File: config.mk
export PLATFORM = sky130hd
export DESIGN_NAME = uart_rx_packet_parser
export DESIGN_NICKNAME = d
export VERILOG_FILES = /design/src/rtl/uart_rx_packet_parser.sv
export SDC_FILE = /design/constraint.sdc
export NUM_CORES = 1
export LEC_CHECK = 0
export ABC_AREA = 1
export BUFFER_PORTS_ARGS = -buffer_cell sky130_fd_sc_hd__buf_2
export CAP_MARGIN = 20
export CORE_MARGIN = 2
export CORE_UTILIZATION = 25
export CTS_BUF_LIST = sky130_fd_sc_hd__clkbuf_2 sky130_fd_sc_hd__clkbuf_4 sky130_fd_sc_hd__clkbuf_8
export DETAILED_ROUTE_END_ITERATION = 16
export GPL_ROUTABILITY_DRIVEN = 0
export SLEW_MARGIN = 20
export SYNTH_ARGS = -nofsm -noshare
export SYNTH_HDL_FRONTEND = slang
export SYNTH_SLANG_ARGS = --single-unit
File: constraint.sdc
create_clock -name clock -period 2.5 [get_ports clock]
set_input_delay 0.125 -clock clock [delete_from_list [all_inputs] [get_ports clock]]
set_output_delay 0.125 -clock clock [all_outputs]
set_load 0.01 [all_outputs]
File: src/rtl/uart_rx_packet_parser.sv
// Frames UART bytes into SYNC/LEN/payload/CSUM packets and holds one validated packet for firmware.
// Optional inter-byte timeout enabled by defining UART_RX_PACKET_PARSER_TIMEOUT_EN.
module uart_rx_packet_parser #(
  parameter int unsigned MaxPayload    = 16,
  parameter logic [7:0]  SyncByte      = 8'hAA,
  parameter int unsigned TimeoutCycles = 1024,
  localparam int unsigned AddrW = (MaxPayload > 1) ? $clog2(MaxPayload) : 1
) (
  input  logic             clock,
  input  logic             reset,
  input  logic [7:0]       rx_byte,
  input  logic             rx_valid,
  input  logic             rx_error,
  input  logic [AddrW-1:0] rd_addr,
  output logic [7:0]       rd_data,
  input  logic             pkt_ack,
  output logic             pkt_ready,
  output logic [7:0]       pkt_len,
  output logic             pkt_interrupt,
  output logic             pkt_error,
  output logic             overrun
);

  if (MaxPayload < 1 || MaxPayload > 255 || TimeoutCycles < 1) begin : g_bad_params
    $error("uart_rx_packet_parser: parameter out of range");
  end

  localparam logic [8:0] MaxLen = 9'(MaxPayload);

  typedef enum logic [2:0] {
    S_IDLE,
    S_LEN,
    S_PAYLOAD,
    S_CSUM,
    S_HOLD
  } state_t;

  state_t     state;
  logic [7:0] len_q;
  logic [7:0] acc;
  logic [7:0] count;
  logic [7:0] mem [MaxPayload];
  logic       active;
  logic       tmo_hit;
  logic       buf_we;

  assign active = (state == S_LEN) || (state == S_PAYLOAD) || (state == S_CSUM);
  assign buf_we = !reset && (state == S_PAYLOAD) && rx_valid && !rx_error;

`ifdef UART_RX_PACKET_PARSER_TIMEOUT_EN
  localparam int unsigned TmoW = $clog2(TimeoutCycles + 1);
  localparam logic [TmoW-1:0] TmoLast = TmoW'(TimeoutCycles - 1);

  logic [TmoW-1:0] tmo_cnt;

  // Fires on the cycle the silent-cycle count would reach TimeoutCycles.
  assign tmo_hit = active && !rx_valid && !rx_error && (tmo_cnt == TmoLast);

  always_ff @(posedge clock) begin
    if (reset || !active || rx_valid || tmo_hit) begin
      tmo_cnt <= '0;
    end else begin
      tmo_cnt <= tmo_cnt + 1'b1;
    end
  end
`else
  assign tmo_hit = 1'b0;
`endif

  always_ff @(posedge clock) begin
    if (reset) begin
      state         <= S_IDLE;
      len_q         <= '0;
      acc           <= '0;
      count         <= '0;
      pkt_ready     <= 1'b0;
      pkt_len       <= '0;
      pkt_interrupt <= 1'b0;
      pkt_error     <= 1'b0;
      overrun       <= 1'b0;
    end else begin
      pkt_interrupt <= 1'b0;
      pkt_error     <= 1'b0;
      if (active && (rx_error || tmo_hit)) begin
        state     <= S_IDLE;
        pkt_error <= 1'b1;
      end else begin
        case (state)
          S_IDLE: begin
            if (rx_valid && !rx_error && (rx_byte == SyncByte)) state <= S_LEN;
          end
          S_LEN: begin
            if (rx_valid) begin
              len_q <= rx_byte;
              acc   <= rx_byte;
              count <= '0;
              if (rx_byte == 8'd0) begin
                state <= S_CSUM;
              end else if ({1'b0, rx_byte} > MaxLen) begin
                state     <= S_IDLE;
                pkt_error <= 1'b1;
              end else begin
                state <= S_PAYLOAD;
              end
            end
          end
          S_PAYLOAD: begin
            if (rx_valid) begin
              acc   <= acc ^ rx_byte;
              count <= count + 8'd1;
              if (count == len_q - 8'd1) state <= S_CSUM;
            end
          end
          S_CSUM: begin
            if (rx_valid) begin
              if (rx_byte == acc) begin
                state         <= S_HOLD;
                pkt_ready     <= 1'b1;
                pkt_len       <= len_q;
                pkt_interrupt <= 1'b1;
              end else begin
                state     <= S_IDLE;
                pkt_error <= 1'b1;
              end
            end
          end
          S_HOLD: begin
            // Release takes priority over a byte arriving in the same cycle.
            if (pkt_ack) begin
              state     <= S_IDLE;
              pkt_ready <= 1'b0;
              overrun   <= 1'b0;
            end else if (rx_valid && !rx_error) begin
              overrun <= 1'b1;
            end
          end
          default: state <= S_IDLE;
        endcase
      end
    end
  end

  always_ff @(posedge clock) begin
    if (buf_we) mem[count[AddrW-1:0]] <= rx_byte;
  end

  always_ff @(posedge clock) begin
    if (reset) begin
      rd_data <= '0;
    end else begin
      rd_data <= mem[rd_addr];
    end
  end

endmodule
== After elaboration in Yosys (flattened, before gate mapping) ==
Memory sizes are Yosys's and may differ from the RTL's. A register that Yosys moved wholly into a read port is not among the register bits.
Cells that the tools add are included.

* Memory bits (writable): 128
* Bits in registers: 39
* Input port bits: 17
* Output and inout bits: 20
* Memories: 1

* Equality and inequality tests: 14
* $lt $le $gt $ge: 1
* Bitwise operators: 4
* Add/sub/neg operators: 2
* Muxes and demuxes: 32
* Reduce and logical (&&, ||, !) cells: 23

{| class="wikitable"
|+ Memory list
! memory !! depth !! bits a word !! rd ports !! clocked after Yosys merged registers in !! wr ports !! RTL line !! text
|-
| mem || 16 || 8 || 1 || 1 || 1 || 42 || <nowiki>logic [7:0] mem [MaxPayload];</nowiki>
|}

{| class="wikitable"
|+ Operators with widths
! kind !! count
|-
| 8-bit 2-to-1 mux || 4
|-
| 8-bit case mux with 2 select lines || 2
|-
| 3-bit 2-to-1 mux || 7
|-
| 8-bit equality test || 2
|-
| 3-bit case mux with 5 select lines || 1
|-
| 1-bit 2-to-1 mux || 14
|-
| 2-bit inequality test, second input constant || 5
|-
| 8-bit by 1-bit adder with 8-bit output, second input constant || 1
|-
| 8-bit equality test, second input constant || 1
|-
| 8-bit by 5-bit greater-than comparator with 1-bit output, second input constant || 1
|-
| 8-bit zero test || 1
|-
| 4-bit AND reduction || 2
|-
| 8-bit by 1-bit subtractor with 8-bit output, second input constant || 1
|-
| 8-bit bitwise XOR || 1
|-
| 3-bit by 2-bit equality test with 1-bit output, second input constant || 2
|-
| 1-bit logical AND || 6
|-
| 3-bit AND reduction || 2
|-
| 6-bit AND reduction || 1
|-
| 2-bit nonzero test || 3
|-
| 5-bit AND reduction || 1
|-
| 2-bit 2-to-1 mux || 2
|-
| 2-bit by 1-bit inequality test with 1-bit output, second input constant || 2
|-
| 1-bit case mux with 2 select lines || 2
|-
| 4-bit OR reduction || 1
|-
| other kinds (7) || 11
|}

== Longest topological paths before layout ==
Gate-level depths: netlist of run 1.

* Depth after elaboration: 6
* Gate-level depth with buffers: 14

== Least setup slack after synthesis of run 1 ==
No wires, ideal clock.

* Kind: register to register
* Start point: register state[2]
* End point: memory mem[4][0] (enable)
* Path buffers: 0
* Slack: 0.652 ns
* Clock period less this slack: 1.848 ns
* Arrival time: 1.478 ns
* Cell stages (with the launch flop): 6
* Required time: 2.130 ns
* Library setup time: 0.370 ns
* Path through: dfxtp_1 -> nor2_1 -> nand2_1 -> nor3_1 -> nand2_1 -> nor2_1

* Longest elaborated chain between the ends: 6

{| class="wikitable"
|+ Ends and longest elaborated chain
! item !! RTL line !! text
|-
| start: declaration || 38 || <nowiki>state_t state;</nowiki>
|-
| start signal: assignment || 72 || <nowiki>state <= S_IDLE;</nowiki>
|-
| start signal: assignment || 85 || <nowiki>state <= S_IDLE;</nowiki>
|-
| start signal: assignment || 90 || <nowiki>if (rx_valid && !rx_error && (rx_byte == SyncByte)) state <= S_LEN;</nowiki>
|-
| 3-bit by 2-bit equality test with 1-bit output || 48 || <nowiki>assign buf_we = !reset && (state == S_PAYLOAD) && rx_valid && !rx_error;</nowiki>
|-
| 1-bit logical AND (3 in series) || 48 ||
|-
| 1-bit 2-to-1 mux || 144 || <nowiki>if (buf_we) mem[count[AddrW-1:0]] <= rx_byte;</nowiki>
|-
| 1-bit 2-to-1 mux (not written as such) || 144 ||
|-
| end: declaration || 42 ||
|}

No other way between the ends.

== Worst setup path in the final report of run 1 ==
* Start point: register state[2]
* End point: memory mem[7][4] (enable)

The elaborated chain is that of the path after synthesis.

==> results of run 1 <==
[metrics by stage]
stage | cell area [µm²] | instances | utilization | hold slack (ns)
6_report | 8727 | 1182 | 0.2945 | 0.05202
5_1_grt | 8727 | 1182 | 0.2945 | 0.01511
4_1_cts | 8727 | 1182 | 0.2945 | 0.01787
3_5_place_dp | 8270 | 1146 | 0.2790 | 0.4247
3_3_place_gp | 8270 | 1146 | 0.2790 | 0.4259
2_1_floorplan | 7505 | 721 | - | 0.2239
[critical path, stage by stage, from the launching register on]
cell and delay (ns):
sky130_fd_sc_hd__dfxtp_1 0.41, sky130_fd_sc_hd__nor2_1 0.17, sky130_fd_sc_hd__nand2_1 0.16, sky130_fd_sc_hd__nor3_1 0.41, sky130_fd_sc_hd__nand2_1 0.30, sky130_fd_sc_hd__nor2_1 0.20
sky130_fd_sc_hd__buf_4 0.19
[final cells by class]
class	count	area (µm²)
clock inverter	15	182.7
tap	390	488.0
multi-input combinational	460	2380
fill	3133	20910
sequential	175	4785
inverter	54	205.2
timing repair buffer	71	452.9
clock buffer	17	234.0
[what timing repair did]
item / 4_1_cts / 5_1_grt
setup buffers: 0 / 0
hold buffers: 4 / 0
hold endpoints to repair: 3 / 0
[path summary, 6_finish.rpt]
kind / startpoint / endpoint / slack [ns] / cells past startpoint
max: state[2] / mem[7][4] / 0.38 / 6
max reg2reg: state[2] / mem[7][4] / 0.38 / 6
min: rx_byte[6] / mem[1][6] / 0.05 / 1
min reg2reg: pkt_ready / pkt_ready / 0.49 / 2
[layer usage]
metal	up-vias	GRT usage	routed length, µm
li1	2671	-	-
met1	2657	0.1839	8988
met2	259	0.1976	8998
met3	31	0.03050	1719
met4	2	0.05055	366
met5	-	0	10
[cells by family (layout without fill, tap and decap cells)]
logic type | after synthesis | after routing | synth area share
and+or+nand+nor | 285 | 285 | 0.1714
DFF | 175 | 175 | 0.6375
AOI/OAI and AO/OA | 159 | 159 | 0.1245
buffers and inverters | 86 | 157 | 0.04535
xor gates and xnor gates | 11 | 11 | 0.01284
adders and majority gates | 5 | 5 | 0.008336
[registers in the layout, indices dropped and copies added (netlist names)]
signal,flops
acc,8
count,8
len_q,8
mem,128
overrun,1
pkt_error,1
pkt_interrupt,1
pkt_len,8
pkt_ready,1
rd_data,8
state,3
[placed cells by master (no fill, tap or decap), drive strengths merged]
cell type / instances
o211ai: 9
bufinv: 3
xor2: 6
clkbuf: 17
a41oi: 1
nand4: 6
o22ai: 14
ha: 5
edfxtp: 128
a31oi: 1
o21a: 3
nor2: 131
o21ai: 79
nand3: 28
dlygate4sd3: 4
clkinvlp: 1
dfxtp: 47
inv: 58
o221ai: 23
nor3: 10
nor3b: 12
a21oi: 29
buf: 67
nand2: 88
and3: 2
clkinv: 7
xnor2: 5
and3b: 1
nor4: 7
[power by group through the flow]
stage / logic, mW / registers [mW] / clock network, mW
final: 0.918 / 3.27 / 2.07
after global routing: 1.04 / 3.28 / 2.23
after CTS: 0.914 / 3.27 / 2.11
after detailed placement: 0.903 / 3.34 / 0
after global placement: 0.901 / 3.33 / 0
after floorplan: 0.633 / 3.33 / 0
==> out/results.ini, run 1 <==
[placed_design]
dpl.hpwl_um = 13650
pre_cts_ws_ns = 0.4179
count_of_input_and_output_buffers = 36

[sta]
max_slew_margin = 0.6096
finalWorstSetupSlack_ns = 0.3789
maxSlewViolCount = 0
clock-skew-final_ns = 0.01468
maximum_clock_frequency_mhz = 471.4
setup_violations = 0
setup-tns-final_ns = 0
period_share = 0.8484
worst-slew-pin-transition_ns = 0.5849
finalWorstPathRequiredPeriod_ns = 2.121
report.final.hold_viol_count = 0
rsz0062_at_grt = false

[critical_path]
worstPathArrival_ns = 2.30
cp-end-kind = flop
criticalPathCategory = reg -> reg
startpoint_type = flop
worst-endpoint-required_ns = 2.68
crit_fanout = 8

[global_routing]
grt_start_max_net_pins = 65
number_of_global_route_vias_before_repair = 5396
grt_pass1_wl_um = 31080
antenna_found_initial = 1
grt_use_total = 0.1317
grt_overflow_total = 0

[power]
vdd_drop_max_uv = 317.3
sequentialPowerShare = 0.523
static-leakage-power_nw = 3.168
power.share.switching = 0.2820
p_comb_frac = 0.147
total_power_per_unit_cell_area_mw_per_mm2 = 716.8
power_switching_mw = 1.764
intPower_mw = 4.491
share_clk_of_total_power = 0.331
fin_total_pwr_mw = 6.255

[yosys]
yosys_register_bits = 175
synth-edff-count = 128
commonest_cells_in_the_netlist = sky130_fd_sc_hd__nor2_1 (129), sky130_fd_sc_hd__edfxtp_1 (128), sky130_fd_sc_hd__nand2_1 (85)
postSynthAreaPerCell_um2 = 10.41
synth.yosys.seq_area_share = 0.6375
synth.lib_cells_used.distinct = 37
yosysMostFrequentCell = sky130_fd_sc_hd__nor2_1
synth_top_area_cell = sky130_fd_sc_hd__edfxtp_1
synthesis.instances = 721
synthTopCellsByArea = sky130_fd_sc_hd__edfxtp_1 (51%), sky130_fd_sc_hd__dfxtp_1 (13%), sky130_fd_sc_hd__nor2_1 (6.5%), sky130_fd_sc_hd__o21ai_0 (5.2%), sky130_fd_sc_hd__nand2_1 (4.3%)
synthesis.nets = 743
synthesis.yosys.warnings = 0
synthFlopType = sky130_fd_sc_hd__edfxtp_1
asyncSetResetFlopFracSynth = 0
netlist.area_leader.share = 0.5122
synth.cell_area_mm2 = 0.007505

[clocking]
tritoncts = built
cts_inserted_buffers = 17
clock_sink_count = 175
htree_levels = 4
post_cts.resized_instances = 0
clkLatencyLatePin_ns = 0.47
clockRootBuffer = sky130_fd_sc_hd__clkbuf_8
clock_tree.buffer_depth = 2
cts.clk_slew.worst_paths_ns = 0.09

[detailed_routing]
drcViolationCount = 0
wl_per_cell_um = 16.99
antenna_violating_nets_post_route = 0
num_vias = 5620
dr.first_iter.drc_count = 665
viasPerCell = 4.755
wirelength_um = 20080
firstDrtPassIters = 5

[floorplan]
core_region_area_mm2 = 0.02964
chipHeight_um = 177.3
row_count = 63
dieArea_mm2 = 0.03142
floorplan.io_pins = 37
floorplan.initialDensity = 0.2532
fp.dieW_um = 177.3

[final_layout]
layout-area-overhead-vs-synth_pct = 16.29
ratio_of_cells_with_drive_above_1_in_the_final_layout = 0.1465
final_nets = 801
n_antenna_cell = 0

[hold_path]
holdCritPathClass = in -> reg

[outcome]
outcome = completed

[flow_run]
maximum_capacitance_violations = 0

Power figures use the tool's default switching activity.
==> inputs of run 2 (changes only) <==
ABC_AREA = 0   (was 1)
clock period = 2 ns   (was 2.5 ns; I/O delays follow)
==> run 2 against run 1 <==
Net effect:
- area after synthesis shrank 3.8%
- wire length shrank 18%
- combinational power decreased by 63%
- cell count down 19%
- sequential share of layout area barely moved
- fmax grew 15%
- critical path type unchanged
==> out/results.ini, run 2 <==
[outcome]
outcome = completed

[final_layout]
number_of_flip_flops_in_the_largest_register = 128  ; unchanged
layout_commonest_cell = sky130_fd_sc_hd__edfxtp_1
post_route_utilization = 0.3061  ; +0.01160
ratio_of_cells_with_drive_above_1_in_the_final_layout = 0.3171  ; +0.1706
nFillCells = 2892  ; -7.7%
n_antenna_cell = 0  ; unchanged
final_nets = 583  ; -27%
final_cell_mix = sky130_fd_sc_hd__edfxtp_1 (128), sky130_fd_sc_hd__buf_4 (53), sky130_fd_sc_hd__dfxtp_1 (45)
layout-area-overhead-vs-synth_pct = 21.06

[clocking]
cts.repair_timing.setup_buffer_count = 0  ; unchanged
cts.clk_slew.worst_paths_ns = 0.10  ; about the same
htree_levels = 4  ; unchanged
clockRootBuffer = sky130_fd_sc_hd__clkbuf_8
clock_tree.buffer_depth = 2  ; unchanged
clkLatencyLatePin_ns = 0.46  ; about the same
clock_sink_count = 175  ; unchanged
tritoncts = built
cts_inserted_buffers = 17  ; unchanged

[sta]
report.final.hold_viol_count = 0  ; unchanged
setup_violations = 0  ; unchanged
clock-skew-final_ns = 0.01895  ; +0.004268 ns
finalWorstPathRequiredPeriod_ns = 1.844  ; -0.2772 ns
finalWorstSetupSlack_ns = 0.1561  ; -0.2228 ns
rsz0062_at_grt = false
period_share = 0.9220  ; +0.07352
maxSlewViolCount = 0  ; unchanged
worst-slew-pin-transition_ns = 0.4754  ; -0.1096 ns
setup-tns-final_ns = 0  ; unchanged
maximum_clock_frequency_mhz = 542.3  ; +15%
max_slew_margin = 0.6786  ; +0.06900

[yosys]
asyncSetResetFlopFracSynth = 0  ; unchanged
synthesis.instances = 468  ; -35%
synth.yosys.seq_area_share = 0.6630  ; +0.02542
netlist.area_leader.share = 0.5326  ; +0.02042
yosysMostFrequentCell = sky130_fd_sc_hd__edfxtp_1
synthesis.yosys.warnings = 0  ; unchanged
yosys_register_bits = 175  ; unchanged
commonest_cells_in_the_netlist = sky130_fd_sc_hd__edfxtp_1 (128), sky130_fd_sc_hd__dfxtp_1 (47), sky130_fd_sc_hd__mux4_2 (40)
synth_top_area_cell = sky130_fd_sc_hd__edfxtp_1
postSynthAreaPerCell_um2 = 15.42  ; +48%
synthFlopType = sky130_fd_sc_hd__edfxtp_1
synth.cell_area_mm2 = 0.007217  ; -3.8%
synthesis.nets = 490  ; -34%
synth.lib_cells_used.distinct = 51  ; +38%
synthTopCellsByArea = sky130_fd_sc_hd__edfxtp_1 (53%), sky130_fd_sc_hd__dfxtp_1 (13%), sky130_fd_sc_hd__mux4_2 (12%), sky130_fd_sc_hd__nand2_1 (2.0%), sky130_fd_sc_hd__xnor2_1 (1.6%)
synth-edff-count = 128  ; unchanged

[detailed_routing]
wl_per_cell_um = 17.22  ; +1.4%
firstDrtPassIters = 4  ; -1
dr.first_iter.drc_count = 397  ; -40%
viasPerCell = 4.438  ; -6.7%
wirelength_um = 16500  ; -18%
num_vias = 4252  ; -24%
drcViolationCount = 0  ; unchanged
antenna_violating_nets_post_route = 0  ; unchanged

[floorplan]
floorplan.initialDensity = 0.2528  ; -0.0004033
chipHeight_um = 173.9  ; -1.9%
floorplan.io_pins = 37  ; unchanged
fp.dieW_um = 173.9  ; -1.9%
row_count = 62  ; -1.6%
core_region_area_mm2 = 0.02855  ; -3.7%
dieArea_mm2 = 0.03024  ; -3.7%

[critical_path]
worstPathArrival_ns = 2.23  ; -0.07 ns
cp-end-kind = flop
crit_fanout = 5  ; -3
criticalPathCategory = reg -> reg
worst-endpoint-required_ns = 2.38  ; -0.30 ns
startpoint_type = flop

[placed_design]
dpl.hpwl_um = 11500  ; -16%
count_of_input_and_output_buffers = 36  ; unchanged
pre_cts_ws_ns = 0.08600  ; -0.3319 ns

[global_routing]
number_of_global_route_vias_before_repair = 4252  ; -21%
grt_pass1_wl_um = 25730  ; -17%
grt_use_total = 0.1134  ; -0.01831
grt_start_max_net_pins = 33  ; -49%
antenna_found_initial = 0  ; -1
grt_overflow_total = 0  ; unchanged

[flow_run]
maximum_capacitance_violations = 0  ; unchanged

[power]
static-leakage-power_nw = 2.925  ; -7.7%
total_power_per_unit_cell_area_mw_per_mm2 = 776.5  ; +8.3%
vdd_drop_max_uv = 381.0  ; +20%

[hold_path]
holdCritPathClass = in -> reg

-- run 2: layout make-up --
type / instances / area (µm²) / area share
clock buffer: 18 / 241.5 / 0.02764
timing repair buffer: 99 / 708.2 / 0.08105
tap: 384 / 480.5 / 0.05499
sequential: 175 / 4787 / 0.5479
clock inverter: 14 / 177.7 / 0.02034
multi-input combinational: 263 / 2323 / 0.2659
inverter: 5 / 18.77 / 0.002148
-- run 2: cell families after synthesis --
family	share of synthesized area
XOR/XNOR	0.02913
flip-flops	0.6630
adder cells (fa/ha/maj)	0.008669
multiplexers	0.1416
buffers and inverters	0.02011
AND/OR/NAND/NOR	0.09484
AO/OA/AOI/OAI	0.04265
-- run 2: report_power, final --
group | total, mW | switching, mW | leakage (nW) | internal [mW]
clock network | 2.55 | 1.38 | 0.203 | 1.17
logic | 0.337 | 0.181 | 1.19 | 0.156
registers | 3.90 | 0.00484 | 1.53 | 3.89
-- run 2: layer usage --
metal / GRT usage / wire [µm] / vias up
met1: 0.1669 / 8058 / 2152
met2: 0.1668 / 7426 / 106
met3: 0.02690 / 874 / 10
met4: 0.03081 / 141 / 0
li1: - / - / 1984
met5: 0 / 0 / -
-- run 2: worst paths after layout --
check | slack, ns | cells after the start | start | to
setup / recovery | 0.16 | 7 | len_q[0] | state[0]
hold reg to reg | 0.50 | 2 | acc[3] | acc[3]
setup reg to reg | 0.16 | 7 | len_q[0] | state[0]
hold / removal | 0.04 | 4 | rx_byte[4] | acc[4]
-- run 2: worst max-delay path, cell delays in order, from the launching register on --
cell and delay [ns]:
sky130_fd_sc_hd__dfxtp_1 0.35, sky130_fd_sc_hd__inv_1 0.05, sky130_fd_sc_hd__ha_1 0.25, sky130_fd_sc_hd__o21ba_2 0.21, sky130_fd_sc_hd__a221oi_1 0.28, sky130_fd_sc_hd__a41oi_1 0.06, sky130_fd_sc_hd__or3_1 0.35, sky130_fd_sc_hd__o31ai_2 0.21
-- run 2: metrics by stage --
stage               power, mW  std cells  hold WS [ns]  cell area (µm²)
CTS                     6.849        958      0.005222             8725
global route            7.022        958       0.04308             8737
detailed placement      4.313        919        0.3749             8235
finish                  6.785        958       0.03926             8737
global placement        4.313        919        0.3701             8235
floorplan               4.152        468        0.1989             7237
-- run 2: repair_timing --
action / in CTS / in global routing
hold buffers: 7 / 0
setup endpoints to repair: 0 / 135
endpoints found under the hold margin: 10 / 0
resized for setup: 0 / 4
==> inputs of run 3 (changes only) <==
CORE_MARGIN = 4   (was 2)
==> run 3 against run 2 <==
Net effect:
- design area shrank 0.79%
- core utilization is 0.17 points higher
- clock power fell by 8.2%
- critical path type unchanged
- largest power group unchanged
- highest routed layer unchanged
==> out/results.ini, run 3 (synthesis gave the netlist of run 2 again) <==
[floorplan]
floorplan.io_pins = 37  ; unchanged
chipHeight_um = 177.9  ; +2.3%
fp.dieW_um = 177.9  ; +2.3%
core_region_area_mm2 = 0.02816  ; -1.3%
row_count = 61  ; -1.6%
dieArea_mm2 = 0.03165  ; +4.7%
floorplan.initialDensity = 0.2563  ; +0.003448

[clocking]
htree_levels = 4  ; unchanged
clockRootBuffer = sky130_fd_sc_hd__clkbuf_8
clkLatencyLatePin_ns = 0.47  ; about the same
cts_inserted_buffers = 17  ; unchanged
tritoncts = built
clock_sink_count = 175  ; unchanged
clock_tree.buffer_depth = 2  ; unchanged
cts.clk_slew.worst_paths_ns = 0.10  ; about the same

[sta]
maximum_clock_frequency_mhz = 535.6  ; -1.2%
max_slew_margin = 0.6387  ; -0.03995
worst-slew-pin-transition_ns = 0.5344  ; +0.05909 ns
maxSlewViolCount = 0  ; unchanged
rsz0062_at_grt = false
setup_violations = 0  ; unchanged
clock-skew-final_ns = 0.01770  ; -0.001243 ns
finalWorstPathRequiredPeriod_ns = 1.867  ; +0.02303 ns
setup-tns-final_ns = 0  ; unchanged
report.final.hold_viol_count = 0  ; unchanged
period_share = 0.9335  ; +0.01151

[critical_path]
rrSetupSlack_ns = 0.13  ; -0.02 ns
cp-end-kind = flop
cp_launch_point = len_q[0]
worstPathArrival_ns = 2.25  ; +0.02 ns
criticalPathCategory = reg -> reg
critical_path.endpoint = state[0]
worst-endpoint-required_ns = 2.38  ; about the same
regToRegEndpoint = state[0]
worst-r2r-cell-count = 7  ; unchanged
timing.rr.start = len_q[0]
crit_fanout = 5  ; unchanged
startpoint_type = flop

[global_routing]
number_of_global_route_vias_before_repair = 4200  ; -1.2%
grt_start_max_net_pins = 42  ; +27%
grt_pass1_wl_um = 25130  ; -2.3%
antenna_found_initial = 0  ; unchanged
grt_overflow_total = 0  ; unchanged
grt_use_total = 0.1069  ; -0.006533

[final_layout]
n_antenna_cell = 0  ; unchanged
ratio_of_cells_with_drive_above_1_in_the_final_layout = 0.3065  ; -0.01059
number_of_flip_flops_in_the_largest_register = 128  ; unchanged
layout_commonest_cell = sky130_fd_sc_hd__edfxtp_1
layout.cell_area.non_filler_mm2 = 0.008668  ; -0.79%
layout-area-overhead-vs-synth_pct = 20.11
final_cell_mix = sky130_fd_sc_hd__edfxtp_1 (128), sky130_fd_sc_hd__buf_4 (50), sky130_fd_sc_hd__dfxtp_1 (46)
post_route_utilization = 0.3078  ; +0.001731
final_nets = 580  ; -0.51%

[detailed_routing]
wirelength_um = 16190  ; -1.9%
antenna_violating_nets_post_route = 0  ; unchanged
num_vias = 4142  ; -2.6%
firstDrtPassIters = 4  ; unchanged
viasPerCell = 4.365  ; -1.7%
wl_per_cell_um = 17.06  ; -0.97%
dr.first_iter.drc_count = 310  ; -22%
drcViolationCount = 0  ; unchanged

[outcome]
outcome = completed

[flow_run]
maximum_capacitance_violations = 0  ; unchanged

[placed_design]
dpl.hpwl_um = 11340  ; -1.3%
count_of_input_and_output_buffers = 36  ; unchanged
placement.cell_area_mm2 = 0.008205  ; -0.36%

[power]
total_power_per_unit_cell_area_mw_per_mm2 = 757.4  ; -2.5%
static-leakage-power_nw = 2.886  ; -1.3%
vdd_drop_max_uv = 333.2  ; -13%
fin_total_pwr_mw = 6.565  ; -3.2%

[hold_path]
holdCritPathClass = in -> reg

-- run 3: cell types whose count changed in the layout (fill, tap and decap cells not counted), moves of 2 or more --
cell                        delta
sky130_fd_sc_hd__clkinv_4      +3
sky130_fd_sc_hd__buf_4         -3
sky130_fd_sc_hd__inv_6         -2
sky130_fd_sc_hd__clkinv_8      +2
sky130_fd_sc_hd__bufinv_16     -2
-- run 3: routing by layer --
layer | vias up | global-route usage | share of wire
met4 | 0 | 0.04061 | 0.019
met1 | 2081 | 0.1338 | 0.43
li1 | 1972 | - | -
met5 | - | 0 | 0
met3 | 18 | 0.02620 | 0.038
met2 | 71 | 0.1787 | 0.51
-- run 3: area by class of cell --
class | instances | area [µm²]
multi-input cells | 263 | 2313
well taps | 378 | 473.0
flip-flops and latches | 175 | 4786
repair buffers | 96 | 685.7
inverters | 5 | 18.77
fillers | 2769 | 19490
clock inverters | 15 | 157.7
clock buffers | 17 | 234.0
-- run 3: report_power, final --
part | internal [mW] | total, mW | switching [mW]
clock network | 0.921 | 2.34 | 1.42
logic | 0.151 | 0.328 | 0.177
registers | 3.89 | 3.90 | 0.00380
total | 4.97 | 6.57 | 1.60
-- run 3: metrics by stage --
stage | std cells | hold WS [ns] | worst slack, ns
finish | 949 | 0.03380 | 0.1330
global route | 949 | 0.01780 | 0.009082
CTS | 948 | 0.002132 | 0.06027
detailed placement | 910 | 0.3701 | 0.09886
global placement | 910 | 0.3670 | 0.07340
floorplan | 468 | 0.1989 | -0.09075
-- run 3: worst min path at each step --
stage	endpoint	cells past startpoint	start
floorplan	mem[0][0]	0	rx_byte[0]
global placement	overrun	2	pkt_ack
detailed placement	overrun	2	pkt_ack
CTS	len_q[3]	3	rx_byte[3]
global route	mem[2][2]	1	rx_byte[2]
finish	acc[4]	4	rx_byte[4]
-- run 3: repair_timing --
action,CTS,global route
hold buffers,6,1
setup buffers,0,0
hold endpoints to repair,8,1
endpoints found under the setup margin,0,128
resized for setup,0,1
-- run 3: critical path: stages (launching register included) --
cell and delay (ns):
sky130_fd_sc_hd__dfxtp_1 0.34, sky130_fd_sc_hd__inv_1 0.05, sky130_fd_sc_hd__ha_1 0.25, sky130_fd_sc_hd__o21ba_2 0.21, sky130_fd_sc_hd__a221oi_1 0.28, sky130_fd_sc_hd__a41oi_1 0.09
sky130_fd_sc_hd__or3_1 0.33, sky130_fd_sc_hd__o31ai_1 0.23
